$ cat src/rtl/shift_stream.sv
// shift_stream: serializes a parallel load of DEPTH words onto a valid/ready stream, MSB- or LSB-word first.
module shift_stream #(
  parameter int WIDTH = 8,
  parameter int DEPTH = 8
) (
  input  logic                       clk,
  input  logic                       rst,
  input  logic [WIDTH*DEPTH-1:0]     i_data,
  input  logic [$clog2(DEPTH+1)-1:0] i_len,
  input  logic                       i_lsb_first,
  input  logic                       i_req,
  input  logic                       i_abort,
  input  logic                       i_ready,
  output logic [WIDTH-1:0]           o_data,
  output logic                       o_valid,
  output logic                       o_last,
  output logic                       o_busy,
  output logic                       o_done
);
  localparam int CW = $clog2(DEPTH+1);
  typedef enum logic {IDLE, SHIFT} state_t;
  state_t state;
  logic [WIDTH*DEPTH-1:0] data_buf;
  logic lsb_first;
  logic [CW-1:0] len, cnt, eff_len, first_idx, next_idx;
  function automatic logic [WIDTH-1:0] word(input logic [WIDTH*DEPTH-1:0] v, input logic [CW-1:0] k);
    logic [WIDTH*DEPTH-1:0] s;
    s = v >> (int'(k) * WIDTH);
    return s[WIDTH-1:0];
  endfunction
  // cnt is the number of words already presented, so it also indexes the next word
  always_comb begin
    eff_len = (i_len > CW'(DEPTH)) ? CW'(DEPTH) : i_len;
    first_idx = i_lsb_first ? '0 : eff_len - CW'(1);
    next_idx = lsb_first ? cnt : len - cnt - CW'(1);
  end
  always_ff @(posedge clk or posedge rst) begin
    if (rst) begin
      state <= IDLE;
      data_buf <= '0;
      lsb_first <= 1'b0;
      len <= '0;
      cnt <= '0;
      o_data <= '0;
      o_valid <= 1'b0;
      o_last <= 1'b0;
      o_busy <= 1'b0;
      o_done <= 1'b0;
    end else begin
      o_done <= 1'b0;
      if (state == IDLE) begin
        if (i_req && eff_len != '0) begin
          state <= SHIFT;
          data_buf <= i_data;
          lsb_first <= i_lsb_first;
          len <= eff_len;
          cnt <= CW'(1);
          o_data <= word(i_data, first_idx);
          o_valid <= 1'b1;
          o_last <= (eff_len == CW'(1));
          o_busy <= 1'b1;
        end
      end else if (i_abort || (i_ready && o_last)) begin
        state <= IDLE;
        cnt <= '0;
        o_data <= '0;
        o_valid <= 1'b0;
        o_last <= 1'b0;
        o_busy <= 1'b0;
        o_done <= !i_abort;
      end else if (i_ready) begin
        o_data <= word(data_buf, next_idx);
        o_last <= (cnt == len - CW'(1));
        cnt <= cnt + CW'(1);
      end
    end
  end
endmodule

$ cat config.mk
export PLATFORM = sky130hd
export DESIGN_NAME = shift_stream
export DESIGN_NICKNAME = d
export VERILOG_FILES = /design/src/rtl/shift_stream.sv
export SDC_FILE = /design/constraint.sdc
export NUM_CORES = 1
export LEC_CHECK = 0
export ABC_AREA = 1
export CAP_MARGIN = 5
export CELL_PAD_IN_SITES_DETAIL_PLACEMENT = 1
export CELL_PAD_IN_SITES_GLOBAL_PLACEMENT = 1
export CORE_MARGIN = 2
export CORE_UTILIZATION = 39
export DETAILED_ROUTE_END_ITERATION = 7
export PLACE_DENSITY_LB_ADDON = 0.1
export SLEW_MARGIN = 20
export SYNTH_ARGS = -nofsm -noshare
export SYNTH_HDL_FRONTEND = slang
export SYNTH_SLANG_ARGS = --single-unit
$ cat constraint.sdc
create_clock -name clk -period 3.9 [get_ports clk]
set_input_delay 0.975 -clock clk [delete_from_list [all_inputs] [get_ports clk]]
set_output_delay 0.975 -clock clk [all_outputs]
set_load 0.05 [all_outputs]
==> impl_metrics.toml <==
[outcome]
status = "completed"

[sta]
worstMarginPinSlew_ns = 0.979
maxSlewHeadroom = 0.343
min_period_ns = 3.11
hold_viol = 0
drv_slew = 0
tns_ns = 0
fin_crit_sh = 0.796
setup_ws_ns = 0.795
clock_skew_ns = 0.00472
rsz0062_at_grt = "no"
fmax_ghz = 0.322
setup_viol = 0

[finish]
final_common_cell = "nand2_1"
nets = 858
diodes = 0
finalInstanceArea_sq_um = 6340
areaGrowthSynthToFinish_pct = 24.6
mostFrequentLayoutCells = "nand2_1, nand3_1, nor2_1, dfrtp_1, clkdlybuf4s50_1"
n_fill_cell = 1623
drive_gt1_frac = 0.0668

[worst_setup_path]
cpPeakStageDelay_ns = 0.48
crit_type = "input pin to register"
path_cells = "clkdlybuf4s50_1 > nor2_1 > nand2_1 > nand2_2 > nand2_4 > ha_1 > nand2_1 > nand3_4 > buf_12 > nor2_1 > a21oi_1"
cp-start-kind = "input pin"
crit_fanout = 46
worstPathArrival_ns = 3.34
endpoint_kind = "register"
slowest_stage = "clkdlybuf4s50_1"
cp.required_ns = 4.13

[logic_synthesis]
synth_edf_count = 0
yosysTopAreaCellShare = 0.418
syn_inst = 703
ys_ff_latch = 85
ys_warn_count = 0
ys_types = 33
synth_area_leaders = "dfrtp_1, nand2_1, nand3_1"
synth_top_area_cell = "dfrtp_1"
synthesis.nets = 786
synthFlopType = "dfrtp_1"
synth.avg_cell_area_sq_um = 7.24
netlist_area_sq_um = 5090
synthArstFlopShare = 1.00
ys_seq_area_frac = 0.418

[clock_network]
cts-buffers-inserted = 9
post_cts_buffers = 0
htree_levels = 3
path_clk_slew_ns = 0.06
cts_tree = "done"
clk_latency_ns = 0.35
cts_hold_buffers = 0
clock-sinks = 85
clk_root_buffer_cell = "clkbuf_16"
clockBufferDepth = 2
cts.repair.resized = 0

[route]
wl_per_cell_um = 17.6
via_count = 5048
drt_iter0_drc = 244
dr.pass1.iters = 4
ant_nets = 0
drc = 0
viasPerCell = 5.31
finalWirelength_um = 16700

[floorplanning]
die_h_um = 118
num_rows = 41
ios = 86
die_w_um = 118
die_area_sq_um = 14000
start_util = 0.402
coreArea_sq_um = 12700

[grt]
grt_pass1_wl_um = 27600
busiest_layer = "met2"
grt_pass1_vias = 5378
grt_max_degree = 53
grt_use_met2 = 0.441
track_usage = 0.251
grt_use_met1 = 0.306
grt_use_met3 = 0.0333
antenna_found_initial = 0
grt_overflow_total = 0

[power_and_ir_drop]
power.leakage_nw = 3.09
switching_share = 0.426
power_density_nw_per_um2 = 600
vdd_drop_max_mv = 0.236
comb_power_share = 0.448
p_int_w = 0.00218
pwr-share-clk = 0.224
p_seq_frac = 0.329
switching_power_w = 0.00162

[worst_hold_path]
min_path_type = "register to register"

[placement]
place_ws_ns = 0.405
place_hpwl_um = 12000
portBuffers = 85
place_congestion = 0.829
postPlaceCellArea_sq_um = 6060

[job]
cap_violations = 0
## through the flow
stage / utilization / total power, W / instances / hold slack [ns]
3_3_place_gp: 0.478 / 0.00291 / 936 / 0.468
6_report: 0.501 / 0.00380 / 950 / 0.487
3_5_place_dp: 0.478 / 0.00298 / 936 / 0.480
4_1_cts: 0.501 / 0.00384 / 950 / 0.495
2_1_floorplan: - / 0.00244 / 703 / 0.453
5_1_grt: 0.501 / 0.00407 / 950 / 0.526
## path summary, 6_finish.rpt
| path | startpoint | end | slack, ns | depth (start not counted) |
|---|---|---|---|---|
| min in group asynchronous | rst | data_buf[37]$_DFFE_PP0P_ | 1.03 | 2 |
| min reg2reg | data_buf[30]$_DFFE_PP0P_ | data_buf[30]$_DFFE_PP0P_ | 0.49 | 2 |
| max in group asynchronous | rst | data_buf[21]$_DFFE_PP0P_ | 2.16 | 3 |
| min | data_buf[30]$_DFFE_PP0P_ | data_buf[30]$_DFFE_PP0P_ | 0.49 | 2 |
| max | i_len[0] | data_buf[45]$_DFFE_PP0P_ | 0.79 | 11 |
| max reg2reg | cnt[0]$_DFFE_PP0P_ | o_data[4]$_DFFE_PP0P_ | 1.06 | 12 |
## cells in the mapped netlist (2+ instances only)
library cell,n
a21oi_1,64
buf_1,6
buf_2,12
buf_4,8
buf_6,8
clkbuf_1,3
dfrtp_1,85
ha_1,8
inv_1,79
inv_2,5
mux2_2,6
nand2_1,162
nand2_2,2
nand2_4,4
nand3_1,116
nor2_1,85
nor3_1,2
o211ai_1,11
o21ai_0,20
o21ai_1,2
xnor2_1,2
xor2_1,2
## layer usage
metal,vias up,share of wire
met4,0,0.032
met5,-,0
met3,33,0.034
met1,2515,0.43
li1,2393,-
met2,107,0.51
## sequential cells by signal, indices dropped and copies added (netlist names)
name,flops
o_done,1
len,4
lsb_first,1
o_last,1
o_data,8
data_buf,64
state,1
o_busy,1
cnt,4
## kinds of logic after synthesis
family | count (synthesis) | synth area share
fa+ha+maj | 9 | 0.0236
buf+inv | 122 | 0.111
compound gates | 100 | 0.107
flops | 85 | 0.418
xor+xnor | 4 | 0.00688
mux | 6 | 0.0133
simple gates | 377 | 0.321
## power by group through the flow
stage                     Clock (W)  Sequential (W)  Combinational [W]
after floorplan                   0         0.00135            0.00108
after global placement            0         0.00125            0.00165
after detailed placement          0         0.00127            0.00171
after CTS                  0.000866         0.00125            0.00172
after global routing       0.000907         0.00128            0.00188
final                      0.000851         0.00125            0.00170
## critical path: cells and delay by family
family                     cells  cell delay [ns]
and+or+nand+nor                7             1.18
adders and majority gates      1             0.24
AOI/OAI and AO/OA              1             0.05
buffers and inverters          2             0.85
## final cells by class
type / count / area, sq um / area share
repair buffers: 98 / 986 / 0.155
multi-input cells: 496 / 2410 / 0.379
clock buffers: 13 / 280 / 0.0442
inverters: 85 / 323 / 0.0509
flip-flops and latches: 85 / 2130 / 0.335
well taps: 172 / 215 / 0.0339
clock inverters: 1 / 5.00 / 0.000789
(Power assumes the default switching activity.)
